File: src/rtl/keypad_scan_ctrl_if.sv
// Key FIFO handshake: producer drives valid/code, consumer drives ready.
interface keypad_scan_ctrl_if;
    logic       key_valid;
    logic [3:0] key_code;
    logic       key_ready;

    modport master (
        output key_valid,
        output key_code,
        input  key_ready
    );

    modport slave (
        input  key_valid,
        input  key_code,
        output key_ready
    );
endinterface

File: src/rtl/keypad_scan_ctrl.sv
// 4x3 keypad scanner: row sequencing, column sync/debounce, key lock
// and a first-word fall-through FIFO of accepted BCD key codes.
module keypad_scan_ctrl #(
    parameter int SCAN_DIV   = 8192,
    parameter int DEB_TICKS  = 4,
    parameter int FIFO_DEPTH = 4
) (
    input  logic               clk,
    input  logic               reset,
    input  logic [2:0]         column,
    output logic [2:0]         sel,
    input  logic               clr_ovf,
    output logic               busy,
    output logic               overflow,
    keypad_scan_ctrl_if.master kbus
);
    localparam int DW = $clog2(SCAN_DIV);
    localparam int CW = $clog2(DEB_TICKS + 1);
    localparam int AW = $clog2(FIFO_DEPTH);
    localparam int NW = AW + 1;

    typedef enum logic [1:0] {
        S_SCAN,
        S_DEB,
        S_HELD,
        S_REL
    } state_t;

    logic [2:0]    col_m_q;
    logic [2:0]    col_s_q;
    logic [DW-1:0] div_q;
    logic [DW-1:0] div_d;
    logic          tick;

    state_t        state_q;
    logic [1:0]    sel_q;
    logic [3:0]    cand_code_q;
    logic [2:0]    cand_col_q;
    logic [CW-1:0] deb_cnt_q;
    logic [CW-1:0] rel_cnt_q;

    logic          dec_valid;
    logic [1:0]    dec_pos;
    logic [3:0]    dec_code;
    logic          col_match;
    logic          col_idle;
    logic          deb_last;
    logic          rel_last;
    logic          push;

    logic [3:0]    mem_q [FIFO_DEPTH];
    logic [AW-1:0] wr_ptr_q;
    logic [AW-1:0] wr_ptr_d;
    logic [AW-1:0] rd_ptr_q;
    logic [AW-1:0] rd_ptr_d;
    logic [NW-1:0] cnt_q;
    logic [NW-1:0] cnt_d;
    logic          ovf_q;
    logic          ovf_d;
    logic          full;
    logic          pop;
    logic          wr_en;

    // Columns are asynchronous to clk; only col_s_q is ever decoded.
    always_ff @(posedge clk or negedge reset) begin
        if (!reset) begin
            col_m_q <= 3'b111;
            col_s_q <= 3'b111;
        end else begin
            col_m_q <= column;
            col_s_q <= col_m_q;
        end
    end

    assign tick = (div_q == DW'(SCAN_DIV - 1));

    always_comb begin
        div_d = div_q + DW'(1);
        if (tick) begin
            div_d = '0;
        end
    end

    always_ff @(posedge clk or negedge reset) begin
        if (!reset) begin
            div_q <= '0;
        end else begin
            div_q <= div_d;
        end
    end

    // Row 3 carries only the centre key (0); its side keys are blanks.
    always_comb begin
        dec_valid = 1'b0;
        dec_pos   = 2'd0;
        case (col_s_q)
            3'b011: begin
                dec_valid = (sel_q != 2'd3);
                dec_pos   = 2'd1;
            end
            3'b101: begin
                dec_valid = 1'b1;
                dec_pos   = 2'd2;
            end
            3'b110: begin
                dec_valid = (sel_q != 2'd3);
                dec_pos   = 2'd3;
            end
            default: begin
                dec_valid = 1'b0;
                dec_pos   = 2'd0;
            end
        endcase
        dec_code = ({2'b00, sel_q} * 4'd3) + {2'b00, dec_pos};
        if (sel_q == 2'd3) begin
            dec_code = 4'd0;
        end
    end

    assign col_match = (col_s_q == cand_col_q);
    assign col_idle  = (col_s_q == 3'b111);
    assign deb_last  = (deb_cnt_q == CW'(DEB_TICKS - 1));
    assign rel_last  = (rel_cnt_q == CW'(DEB_TICKS - 1));
    assign push      = tick && (state_q == S_DEB) && col_match && deb_last;

    always_ff @(posedge clk or negedge reset) begin
        if (!reset) begin
            state_q     <= S_SCAN;
            sel_q       <= 2'd0;
            cand_code_q <= 4'd0;
            cand_col_q  <= 3'b111;
            deb_cnt_q   <= '0;
            rel_cnt_q   <= '0;
        end else if (tick) begin
            unique case (state_q)
                S_SCAN: begin
                    if (dec_valid) begin
                        cand_code_q <= dec_code;
                        cand_col_q  <= col_s_q;
                        deb_cnt_q   <= CW'(1);
                        state_q     <= S_DEB;
                    end else begin
                        sel_q <= sel_q + 2'd1;
                    end
                end
                S_DEB: begin
                    if (col_match) begin
                        deb_cnt_q <= deb_cnt_q + CW'(1);
                        if (deb_last) begin
                            state_q <= S_HELD;
                        end
                    end else begin
                        state_q <= S_SCAN;
                        sel_q   <= sel_q + 2'd1;
                    end
                end
                S_HELD: begin
                    if (col_idle) begin
                        rel_cnt_q <= CW'(1);
                        state_q   <= S_REL;
                    end
                end
                S_REL: begin
                    if (col_idle) begin
                        rel_cnt_q <= rel_cnt_q + CW'(1);
                        if (rel_last) begin
                            state_q <= S_SCAN;
                            sel_q   <= sel_q + 2'd1;
                        end
                    end else begin
                        state_q <= S_HELD;
                    end
                end
                default: begin
                    state_q <= S_SCAN;
                end
            endcase
        end
    end

    assign full  = (cnt_q == NW'(FIFO_DEPTH));
    assign pop   = kbus.key_valid && kbus.key_ready;
    // A pop frees the slot the push lands in, so full+pop still accepts.
    assign wr_en = push && (!full || pop);

    always_comb begin
        wr_ptr_d = wr_ptr_q;
        rd_ptr_d = rd_ptr_q;
        cnt_d    = cnt_q;
        if (wr_en) begin
            wr_ptr_d = wr_ptr_q + AW'(1);
        end
        if (pop) begin
            rd_ptr_d = rd_ptr_q + AW'(1);
        end
        case ({wr_en, pop})
            2'b10:   cnt_d = cnt_q + NW'(1);
            2'b01:   cnt_d = cnt_q - NW'(1);
            default: cnt_d = cnt_q;
        endcase
        ovf_d = ovf_q;
        if (clr_ovf) begin
            ovf_d = 1'b0;
        end
        if (push && full && !pop) begin
            ovf_d = 1'b1;
        end
    end

    always_ff @(posedge clk or negedge reset) begin
        if (!reset) begin
            wr_ptr_q <= '0;
            rd_ptr_q <= '0;
            cnt_q    <= '0;
            ovf_q    <= 1'b0;
        end else begin
            wr_ptr_q <= wr_ptr_d;
            rd_ptr_q <= rd_ptr_d;
            cnt_q    <= cnt_d;
            ovf_q    <= ovf_d;
        end
    end

    always_ff @(posedge clk or negedge reset) begin
        if (!reset) begin
            for (int i = 0; i < FIFO_DEPTH; i++) begin
                mem_q[i] <= 4'd0;
            end
        end else if (wr_en) begin
            mem_q[wr_ptr_q] <= cand_code_q;
        end
    end

    assign kbus.key_valid = (cnt_q != '0);
    assign kbus.key_code  = kbus.key_valid ? mem_q[rd_ptr_q] : 4'hF;
    assign sel            = {1'b0, sel_q};
    assign busy           = (state_q != S_SCAN);
    assign overflow       = ovf_q;
endmodule

File: src/flat_wrapper.sv
// flat-port wrapper written by rule: the top's interface ports become plain ports
module keypad_scan_ctrl_flat 
#(
    parameter int SCAN_DIV   = 8192,
    parameter int DEB_TICKS  = 4,
    parameter int FIFO_DEPTH = 4
)
  (clk, reset, column, sel, clr_ovf, busy, overflow, kbus_key_valid, kbus_key_code, kbus_key_ready);
  keypad_scan_ctrl_if kbus_i ();
  input  logic clk;
  input  logic reset;
  input  logic [2:0] column;
  output logic [2:0] sel;
  input  logic clr_ovf;
  output logic busy;
  output logic overflow;
  output wire logic [$bits(kbus_i.key_valid)-1:0] kbus_key_valid;
  output wire logic [$bits(kbus_i.key_code)-1:0] kbus_key_code;
  input wire logic [$bits(kbus_i.key_ready)-1:0] kbus_key_ready;
  assign kbus_key_valid = kbus_i.key_valid;
  assign kbus_key_code = kbus_i.key_code;
  assign kbus_i.key_ready = kbus_key_ready;
  keypad_scan_ctrl #(.SCAN_DIV(SCAN_DIV), .DEB_TICKS(DEB_TICKS), .FIFO_DEPTH(FIFO_DEPTH)) u_core (.clk(clk), .reset(reset), .column(column), .sel(sel), .clr_ovf(clr_ovf), .busy(busy), .overflow(overflow), .kbus(kbus_i));
endmodule
File: config.mk
export PLATFORM = sky130hd
export DESIGN_NAME = keypad_scan_ctrl_flat
export DESIGN_NICKNAME = d
export VERILOG_FILES = /design/src/rtl/keypad_scan_ctrl_if.sv /design/src/rtl/keypad_scan_ctrl.sv /design/src/flat_wrapper.sv
export SDC_FILE = /design/constraint.sdc
export NUM_CORES = 1
export LEC_CHECK = 0
export ABC_CLOCK_PERIOD_IN_PS = 2400
export CAP_MARGIN = 20
export CORE_MARGIN = 2
export CORE_UTILIZATION = 40
export DETAILED_ROUTE_END_ITERATION = 7
export DONT_BUFFER_PORTS = 1
export GPL_TIMING_DRIVEN = 0
export SYNTH_ARGS = -nofsm -noshare
export SYNTH_HDL_FRONTEND = slang
export SYNTH_SLANG_ARGS = --single-unit
File: constraint.sdc
create_clock -name clk -period 2.4 [get_ports clk]
set_clock_uncertainty 0.15 [all_clocks]
set_input_delay 0.36 -clock clk [delete_from_list [all_inputs] [get_ports clk]]
set_output_delay 0.36 -clock clk [all_outputs]
set_load 0.02 [all_outputs]
[Yosys cells after proc, flatten, opt, wreduce, memory -nomap -nowiden]
Cells that the tools add are included.
Word-level totals
  register bits after elaboration: 60
  bits of input ports: 7
  output and inout port bits: 10
  logic and storage cells: 114
Cells by class
  add/subtract/negate cells: 9
  multiply operators: 1
  $lt $le $gt $ge: 3
  equal/unequal tests: 25
  mux-type cells: 32
  bitwise gates (word level): 2
  reductions and logical operators: 25
Operators with widths (number)
  2-to-1 mux 2 bit: 10
  2-to-1 mux 4 bit: 5
  case mux 3 bit (2 select lines): 3
  bitwise mux 16 bit: 1
  adder 13 x 1 -> 13 bit, second input constant: 1
  equality test 13 bit, second input constant: 1
  2-to-1 mux 13 bit: 1
  equality test 3 bit, second input constant: 4
  2-to-1 mux 3 bit: 4
  case mux 2 bit (3 select lines): 2
  != test 2 x 1 -> 1 bit, second input constant: 5
  nonzero test 2 bit: 5
  adder 3 x 1 -> 3 bit, second input constant: 3
  equality test 3 x 2 -> 1 bit, second input constant: 3
  binary-select mux 4 bit (select 2 bit): 1
  demux 4 bit (select 2 bit): 1
  equality test 2 bit, second input constant: 4
  logical AND 1 bit: 8
  case mux 2 bit (4 select lines): 1
  AND reduction 4 bit: 2
  adder 2 x 1 -> 2 bit, second input constant: 3
  greater-or-equal comparator 3 bit, second input constant: 2
  != test 2 bit, second input constant: 3
  != test 3 bit, second input constant: 2
  other kinds (17): 22

[Depth between registers and ports, before layout]
Gate-level depths: netlist (run 1).
  depth after elaboration: 7
  depth in mapped cells: 10
  depth with buffers taken out: 10

[Least setup slack after synthesis (run 1)]
No wires, ideal clock.
  path type: register to register
  from: reg u_core.col_s_q[0]
  to: reg u_core.cand_code_q[2]
  library setup time: 0.083 ns
  arrival time: 2.280 ns
  required time: 2.167 ns
  path slack: -0.113 ns
  cell stages (with the launch flop): 9
  buffers on the path: 1
  clock period less this slack: 2.513 ns
  path through: dfstp_2 clkbuf_1 xor2_1 and2_1 fa_1 ha_1 fa_1 nand2b_1 o21ai_0
On the way
  longest elaborated chain between the ends: 4
  elaborated cells on any way between the ends: 9
  classes of those cells: add/sub (1); eq/ne (3); mux (3); reduce/logical (2)
RTL lines
  from (decl): line keypad_scan_ctrl.sv:30  | logic [2:0] col_s_q;
  from (signal assigned): line keypad_scan_ctrl.sv:71  | col_s_q <= col_m_q;
  equality test 3 bit or equality test 3 x 2 -> 1 bit (tied branches): line keypad_scan_ctrl.sv:96  | case (col_s_q)
  case mux 2 bit (3 select lines) or OR reduction 2 bit (tied branches)
  adder 4 x 2 -> 4 bit or case mux 1 bit (2 select lines) (tied branches): line keypad_scan_ctrl.sv:114, keypad_scan_ctrl.sv:96
  2-to-1 mux 4 bit or AND reduction 3 bit (tied branches)
  to (signal assigned): line keypad_scan_ctrl.sv:138  | cand_code_q <= dec_code;
  to (decl): line keypad_scan_ctrl.sv:37  | logic [3:0] cand_code_q;
Parallel ways exist; a longest one is shown, timed or not.
A chain may end at the register's enable or synchronous reset.

[Worst setup path in the final report (run 1)]
  from: reg u_core.col_s_q[1]
  to: reg u_core.cand_code_q[2]
The elaborated chain is that of the path after synthesis.

==> results.md, run 1 <==
- The synthesized design contains 0 enable-type register cells.
- The largest net degree at the start of global routing is a little over 60.
- At the later pin of the worst-skew pair, clock insertion delay measures 340 ps.
- In this run the standard cell core region covers a little over 0.007 mm2.
- The die is ~90 um tall.
- The worst supply voltage drop on vdd is 0.0003875 V.
- The fraction of layout instances using a drive strength above 1 is between 30 and 40%.
- The cell area after synthesis is 0.002958 mm2.
- Pin placement for this block handled 17 I/O pins.
- The floorplan step defined a die boundary enclosing between 0.008 and 0.009 mm2.
- The net switching power is between 0.0006 and 0.0007 W.
- The post-route worst setup slack is roughly 92 ps.
- The library cell with the highest instance count after synthesis is sky130_fd_sc_hd__dfrtp_1.
- The detail route stage leaves a number of antenna-violating nets equal to 0.
- The endpoint kind of the worst setup timing path is a flop.
- The setup-violating endpoint count in the final report is 0.
- Summed over all layers, the routed wires come to 5068 um.
- The count of buffers inserted at the top-level ports is 0.
- The run finished with clean final reports.
- The initial antenna violation count was 0.
- Yosys printed 0 warnings.
- The leakage power is 1.581 nW.
- The die is approximately 90 um wide.
- The distinct cell type count of the synthesized netlist is 41.
- The first-pass GRT wire length is 8983 um.
- Timing would allow up to approximately 430 MHz.
- Setup repair after global routing could not meet its margin everywhere.
- The net count of the finished layout is 304.
- Leaving out filler cells and counting taps, the final layout contains roughly 390.
- 0 antenna diodes ended up in the layout.
- The sequential fraction of design power is approximately 48%.
- The layer carrying the most global-route usage is met2.
- The global placer's final weighted congestion is 0.8163.
- Summing all multi-input logic gate instances after layout gives roughly 0.0014 mm2.
- The number of design rule violations left after detail routing is 0.
- The remaining global-route overflow is 0.
- The class of the most critical hold timing path is in2reg.
- Detailed placement finished with a half-perimeter wire length of between 3000 and 4000 um.
- Ranked by total cell area, the synthesized netlist is headed by sky130_fd_sc_hd__dfrtp_1 (43%), sky130_fd_sc_hd__dfstp_2 (8.0%), sky130_fd_sc_hd__mux2_2 (8.0%).
- In this run the deepest clock path goes through 2 buffers.
- The number of vias in the routed layout is between 1500 and 2000.
- The number of cells on the worst reg-to-reg path is 7.
- The number of failing hold endpoints at the final stage is 0.
- OpenSTA, run right after detailed placement, puts the worst setup slack at -269.4 ps.
- Synthesis produced a netlist with a net count of 278.
- The number of levels the H-tree was split into is 3.
- The fraction of power spent switching nets is between 20% and 30%.
- After detailed routing, the average wire length per cell comes to 13.13 um.
- The sequential cell area fraction in the yosys report is 51.14%.
- The library cell occupying the most area in the post-synthesis netlist is sky130_fd_sc_hd__dfrtp_1.
- The number of global-route vias before repair is 1902.
- The number of optimization iterations in the first detailed-route pass is 4.
- The clock-pin slew reported for the worst setup and hold paths after clock tree synthesis is around 70 ps.
- Once placement completed, the tool counted placed cells totaling 355.
- The area fraction of the dominant cell type after synthesis is 43.15%.
- The post-route clock period utilization is a little over nine tenths.
- The overall power of the completed layout is between 0.002 and 0.0025 W.
- The placed instances occupy a cell area of between 0.003 and 0.004 mm2.
- The count of pins over their slew limit is 0.
- The required time of the worst setup path is between 2000 and 3000 ps.
- The clock share of power is 38.2%.
- Data arrives at the worst endpoint at between 2000 and 2500 ps.
- The number of buffers inserted during clock tree synthesis is 9.
- Dividing total power by cell area gives a power density of 680.3 mW/mm2.
- Counting instances, the worst hold path has a depth of 2.
- The critical path is of the reg2reg type.
- The internal power is ~0.0017 W.
- The effective utilization at floorplan is around 41%.
- The routed design could run at a clock period as short as ~2300 ps.
- The total of max-cap violations is 0.
- TritonCTS built the clock tree.
- After routing the design area is 0.003515 mm2.
- The mean instance size in the synthesized netlist is approximately 12 um2.
- The total routing usage reported by global routing is between 10% and 20%.
- For met3 alone, demand over resource in global routing was roughly 6.1%.
- The post-detailed-route via-to-cell ratio is 4.935.
- Global routing consumed, on the met2 layer, about a fifth of the routing resources.
- For this block, the initial DRC count from the detailed router was roughly 100.
- The met1 track demand over resource is 18.19%.
- Per report_power, the combinational group accounts for 14.1% of the total.
- The floorplan has 31 rows.
- The sequential standard cell area is between 0.0015 and 0.002 mm2.
- The number of instances in the synthesized netlist is around 260.
- Along the worst path, the maximum fanout reaches 4.
- The post-synthesis to final-layout area growth is 18.82%.
- The dominant register cell in the synthesized netlist is sky130_fd_sc_hd__dfrtp_1.
- For this run, the share of the core covered by cells in the final layout is between 40% and 50%.
- After synthesis, the most frequently instantiated cells are sky130_fd_sc_hd__dfrtp_1 (51), sky130_fd_sc_hd__nand2_1 (22), sky130_fd_sc_hd__mux2_2 (21), sky130_fd_sc_hd__inv_1 (15), sky130_fd_sc_hd__xnor2_1 (14).
- The cell at the root of the clock tree is sky130_fd_sc_hd__clkbuf_8.
- The async set-reset flop share out of synthesis is 100.0%.
- The worst setup path is launched from a flop.
- The synthesis-stage register bit count is 60.
- The number of sinks driven by the clock tree is 60.
- The total of fill cells in the finished design is about 670.
[cells in the final DEF (no fill, tap or decap), types with 3 or more instances in the layout]
cell type                       Yosys  final
sky130_fd_sc_hd__dfrtp_2            0      4
sky130_fd_sc_hd__nand2_2            1      4
sky130_fd_sc_hd__ha_1              12      8
sky130_fd_sc_hd__inv_1             15     15
sky130_fd_sc_hd__dlygate4sd3_1      0      5
sky130_fd_sc_hd__nor3_1             4      3
sky130_fd_sc_hd__xor2_1             8      8
sky130_fd_sc_hd__clkinvlp_4         0      3
sky130_fd_sc_hd__o21ai_0           12     11
sky130_fd_sc_hd__nand2b_1           8      7
sky130_fd_sc_hd__ha_2               0      4
sky130_fd_sc_hd__nand3_1           10      9
sky130_fd_sc_hd__clkbuf_8           0      9
sky130_fd_sc_hd__mux2_2            21     21
sky130_fd_sc_hd__nor2_1            12     12
sky130_fd_sc_hd__and3_1             4      4
sky130_fd_sc_hd__or2_2              7      7
sky130_fd_sc_hd__dfstp_2            9      9
sky130_fd_sc_hd__xnor2_1           14     14
sky130_fd_sc_hd__mux4_2             4      4
sky130_fd_sc_hd__dfrtp_1           51     47
sky130_fd_sc_hd__nand2_1           22     19
sky130_fd_sc_hd__buf_4              1     14
[layer usage]
| layer | vias up | routed length (um) |
|---|---|---|
| met3 | 11 | 248 |
| met4 | 0 | 104 |
| met2 | 30 | 2346 |
| met5 | - | 0 |
| li1 | 932 | - |
| met1 | 932 | 2369 |
[worst max-delay path, stage by stage, from the launching register on]
cell	delay, ps
sky130_fd_sc_hd__dfstp_2	560
sky130_fd_sc_hd__xor2_1	70
sky130_fd_sc_hd__and2_4	160
sky130_fd_sc_hd__fa_1	470
sky130_fd_sc_hd__ha_2	190
sky130_fd_sc_hd__fa_1	470
sky130_fd_sc_hd__nand2b_1	50
sky130_fd_sc_hd__o21ai_1	130
[kinds of logic after synthesis]
family                   synth area share (%)
AND/OR/NAND/NOR                         14.93
flip-flops                              51.14
multiplexers                            11.72
AO/OA/AOI/OAI                           5.288
buffers and inverters                   3.173
XOR/XNOR                                6.515
adder cells (fa/ha/maj)                 7.107
other                                  0.1268
[final timing paths]
kind / startpoint / end / slack, ps
max in group asynchronous: reset / u_core.col_m_q[1]$_DFF_PN1_ / 1390
min in group asynchronous: reset / u_core.mem_q[15]$_DFFE_PN0P_ / 380
min: kbus_key_ready / u_core.overflow$_DFFE_PN0P_ / 100
max: u_core.col_s_q[1]$_DFF_PN1_ / u_core.cand_code_q[2]$_DFFE_PN0P_ / 90
min reg2reg: u_core.col_m_q[2]$_DFF_PN1_ / u_core.col_s_q[2]$_DFF_PN1_ / 210
max reg2reg: u_core.col_s_q[1]$_DFF_PN1_ / u_core.cand_code_q[2]$_DFFE_PN0P_ / 90
[power by group through the flow]
stage | Combinational, W | Sequential, W | Clock [W]
floorplan | 0.000278 | 0.00112 | 0
global placement | 0.000309 | 0.00113 | 0
detailed placement | 0.000320 | 0.00113 | 0
CTS | 0.000334 | 0.00114 | 0.000947
global route | 0.000373 | 0.00116 | 0.000989
finish | 0.000337 | 0.00114 | 0.000914
[cell type report]
cell class / count / area share, %
timing repair buffer: 19 / 4.984
buffer: 5 / 0.7832
multi-input combinational: 172 / 40.26
sequential: 60 / 43.18
tap: 99 / 3.524
clock buffer: 9 / 3.524
clock inverter: 7 / 2.136
inverter: 15 / 1.602
[state kept, by name, indices dropped and copies added, names as in the netlist]
register and count:
u_core.cand_col_q 3, u_core.cand_code_q 4, u_core.deb_cnt_q 3, u_core.mem_q 16, u_core.col_m_q 3, u_core.div_q 13
u_core.rel_cnt_q 3, u_core.col_s_q 3, u_core.sel_q 2, u_core.overflow 1, u_core.wr_ptr_q 2, u_core.rd_ptr_q 2
u_core.state_q 2, u_core.cnt_q 3
[timing repair]
action	CTS	global route
gates cloned	0	0
gates resized for setup	15	9
endpoints found under the hold margin	64	0
hold buffers	6	0
setup endpoints to repair	32	27
buffers inserted	8	5
pin swaps	2	6
[through the flow]
stage | TNS, ps | hold WS [ps]
after global placement | -4456 | -84.44
final | 0 | 98.35
after global routing | -175.1 | 92.48
after CTS | -1.161 | 67.67
after floorplan | 0 | -85.59
after detailed placement | -4887 | -84.04
No activity file was read; power rests on OpenSTA's default activity.
==> run 2, diff against run 1 <==
--- a/config.mk
+++ b/config.mk
@@ -5,7 +5,7 @@
 export SDC_FILE = /design/constraint.sdc
 export NUM_CORES = 1
 export LEC_CHECK = 0
-export ABC_CLOCK_PERIOD_IN_PS = 2400
+export ABC_CLOCK_PERIOD_IN_PS = 2200
 export CAP_MARGIN = 20
 export CORE_MARGIN = 2
 export CORE_UTILIZATION = 40
==> constraint.sdc (replaced) <==
create_clock -name clk -period 2.2 [get_ports clk]
set_clock_uncertainty 0.15 [all_clocks]
set_input_delay 0.33 -clock clk [delete_from_list [all_inputs] [get_ports clk]]
set_output_delay 0.33 -clock clk [all_outputs]
set_load 0.02 [all_outputs]
==> run 2 against run 1 <==
Compared with the run above:
- the run now ends with negative setup slack left
- final cell count up 3.6%
- die area unchanged
- first-iteration DRC count is 8.7% lower
- global-route usage is 0.56 points higher
- flip-flop and latch count unchanged
- critical endpoint is now u_core.mem_q[14]$_DFFE_PN0P_
==> results.md, run 2 (synthesis results as in run 1) <==
- The flow ran to the end, but the final reports show violations.
- The checks that failed: negative setup slack.
- The instance count on the critical path was 6 (-1).
- The number of nets in the layout was 318 (+4.6%).
- The post-detailed-route via-to-cell ratio was 4.885 (-1.0%).
- The number of vias in the routed layout was 1954 (+2.6%).
- The overall die area is 0.008098 mm2 (unchanged).
- The number of placed instances with taps included is 355 (unchanged).
- The register-to-register path setup slack came to -110 ps (-200 ps).
- The multi-input gate area in the final layout is 0.001558 mm2 (+10%).
- The overall power of the completed layout is 0.002553 W (+6.8%).
- The post-route worst setup slack was -112.7 ps (-204.2 ps).
- The worst supply voltage drop on vdd came to 0.0003567 V (-7.9%).
- The tree is rooted in a sky130_fd_sc_hd__clkbuf_8.
- The post-synthesis to final-layout area growth is 27.24%.
- The cell count of the worst reg-to-reg path was 6 (-1).
- The number of failing hold endpoints at the final stage is 0 (unchanged).
- The effective utilization at floorplan is 41.00% (unchanged).
- The count of buffers inserted at the top-level ports came to 0 (unchanged).
- The count of antenna-violating nets left after detailed routing is 0 (unchanged).
- The insertion delay of the later-clocked pin in the worst-skew pair is 340 ps (about the same).
- The areal power density over the cells is 678.4 mW/mm2 (-0.28%).
- The setup-violating endpoint count in the final report is 20 (+20).
- The number of global-route vias before repair is 1994 (+4.8%).
- The endpoint kind of the worst setup timing path is a flop.
- Walking the worst path, the cells encountered are nand4_1, or4_4, nor3b_4, buf_6, nand2_4, mux2_2.
- The cell area reported after detailed placement is 0.003137 mm2 (+1.7%).
- The required time of the worst setup path is 2280 ps (-240 ps).
- The number of sinks driven by the clock tree is 60 (unchanged).
- The core box area is 0.007214 mm2 (unchanged).
- The highest clock frequency the design can meet was 432.4 MHz (-0.18%).
- The post-layout instance area is 0.003764 mm2 (+7.1%).
- The number of flip-flops in the largest register came to 16 (unchanged).
- The minimum clock period is 2313 ps (+4.231 ps).
- The largest register by flop count is u_core.mem_q.
- The leakage power was 1.730 nW (+9.4%).
- The remaining global-route overflow is 0 (unchanged).
- The number of top-level pins is 17 (unchanged).
- The maximum count of clock buffers along a single path is 2 (unchanged).
- Among cell families on the critical path, the largest total delay comes from simple AND/OR/NAND/NOR gates.
- The width of the die was 89.99 um (unchanged).
- The number of design rule violations left after detail routing is 0 (unchanged).
- The final non-filler cell total is 400 (+3.6%).
- The most common library cell in the layout ignoring fill and taps is sky130_fd_sc_hd__dfrtp_1.
- The initial antenna violation count was 0 (unchanged).
- TritonCTS built the clock tree.
- The routed wire length per instance is 13.83 um (+5.4%).
- The stage delay of the slowest cell on the critical path is 600 ps (+40 ps).
- The worst endpoint data arrival time was 2390 ps (-40 ps).
- The fraction of layout instances using a drive strength above 1 is 39.87% (+5.7 points).
- The number of levels the H-tree was split into was 3 (unchanged).
- The number of optimization iterations in the first detailed-route pass is 4 (unchanged).
- Setup repair after global routing could not meet its margin everywhere.
- In this run the worst setup path terminates at u_core.mem_q[14]$_DFFE_PN0P_.
- The sequential standard cell area came to 0.001516 mm2 (about the same).
- The top fanout value on the critical path is 5 (+1).
- The number of buffers inserted during clock tree synthesis is 9 (unchanged).
- The critical path launch point type is a flop.
- The highest-delay cell along the critical path is sky130_fd_sc_hd__or4_4.
- The worst setup path is of the reg2reg kind.
- The count of pins over their slew limit is 0 (unchanged).
- The clock-pin slew reported for the worst setup and hold paths after clock tree synthesis was 70 ps (about the same).
- The timing startpoint of the critical path is u_core.div_q[8]$_DFF_PN0_.
- The number of buffer and inverter instances along the worst setup path came to 1 (+1).
- The total routing usage reported by global routing is 14.65% (+0.56 points).
- The largest net degree at the start of global routing was 61 (unchanged).
- The total of fill cells in the finished design was 632 (-6.2%).
- The post-route clock period utilization is 105.1% (+8.9 points).
- The endpoint identified for the worst register-to-register timing path is u_core.mem_q[14]$_DFFE_PN0P_.
- The global placer's final weighted congestion is 0.7868 (-3.6%).
- The floorplan die height came to 89.99 um (unchanged).
- The total of max-cap violations is 0 (unchanged).
- The row count was 31 (unchanged).
- The antenna diode count is 0 (unchanged).
- In the final layout, the registers with the most flip-flops are u_core.mem_q: 16 flops, u_core.div_q: 13 flops, u_core.cand_code_q: 4 flops.
- The worst hold path belongs to the class in2reg.
- The source of the worst register-to-register timing path is u_core.div_q[8]$_DFF_PN0_.
- In the layout the commonest cells are sky130_fd_sc_hd__dfrtp_1 (48), sky130_fd_sc_hd__buf_4 (26), sky130_fd_sc_hd__mux2_2 (20).
- The placed wire-length estimate is 3453 um (unchanged).
- The final wirelength was 5533 um (+9.2%).
- The first-pass GRT wire length was 9384 um (+4.5%).
- The DRC marker count from the first detailed-route iteration is 94 (-8.7%).
run 2: cell count changes in the layout (fill, tap and decap cells not counted), moves of 3 or more:
cell / before / now
sky130_fd_sc_hd__nand2_2: 4 / 1
sky130_fd_sc_hd__or2_4: 0 / 4
sky130_fd_sc_hd__or2_2: 7 / 3
sky130_fd_sc_hd__nand2_4: 0 / 3
sky130_fd_sc_hd__buf_4: 14 / 26
sky130_fd_sc_hd__ha_4: 0 / 3
run 2: routing by layer:
layer / track usage, % / share of wire (%)
met5: 0 / 0
met4: 8.077 / 1.7
met3: 2.682 / 2.5
met2: 23.11 / 48
met1: 19.24 / 48
run 2: worst min path at each step:
stage                         from                                 to  cells after the start
detailed placement           reset          u_core.div_q[5]$_DFF_PN0_                      0
floorplan                    reset  u_core.cand_code_q[0]$_DFFE_PN0P_                      0
global placement             reset          u_core.div_q[6]$_DFF_PN0_                      0
finish              kbus_key_ready        u_core.overflow$_DFFE_PN0P_                      2
CTS                 kbus_key_ready        u_core.overflow$_DFFE_PN0P_                      2
global route        kbus_key_ready        u_core.overflow$_DFFE_PN0P_                      2
run 2: final cells by class:
type	instances	share of cell area, %
multi-input combinational	172	41.39
clock buffer	9	3.291
inverter	15	1.496
tap	99	3.291
timing repair buffer	33	7.646
buffer	5	1.197
sequential	60	40.29
clock inverter	7	1.396
run 2: worst register-to-register path, cell delays in order (launching register included):
cell and delay [ps]:
sky130_fd_sc_hd__dfrtp_1 420, sky130_fd_sc_hd__nand4_1 260, sky130_fd_sc_hd__or4_4 600, sky130_fd_sc_hd__nor3b_4 220, sky130_fd_sc_hd__buf_6 200, sky130_fd_sc_hd__nand2_4 90
sky130_fd_sc_hd__mux2_2 270
run 2: report_power, final:
group	internal (W)	leakage (nW)	switching [W]
clock network	0.000413	0.0896	0.000469
registers	0.00117	0.777	0.0000890
logic	0.000209	0.864	0.000208
run 2: per-stage QoR:
step	hold slack, ps	util [%]	setup WS, ps	TNS [ps]
after floorplan	-115.6	-	-142.1	-1268
after global placement	-112.9	43.48	-341.6	-7449
after detailed placement	-112.7	43.48	-349.6	-7676
after CTS	38.78	49.79	-113.1	-1087
after global routing	46.32	52.17	-197.1	-3896
final	62.88	52.17	-112.7	-1780
run 2: repair_timing:
item,4_1_cts,5_1_grt
pin swaps,13,12
setup endpoints to repair,36,36
buffers inserted,16,12
resized for setup,23,22
hold buffers,6,0
hold endpoints to repair,64,0
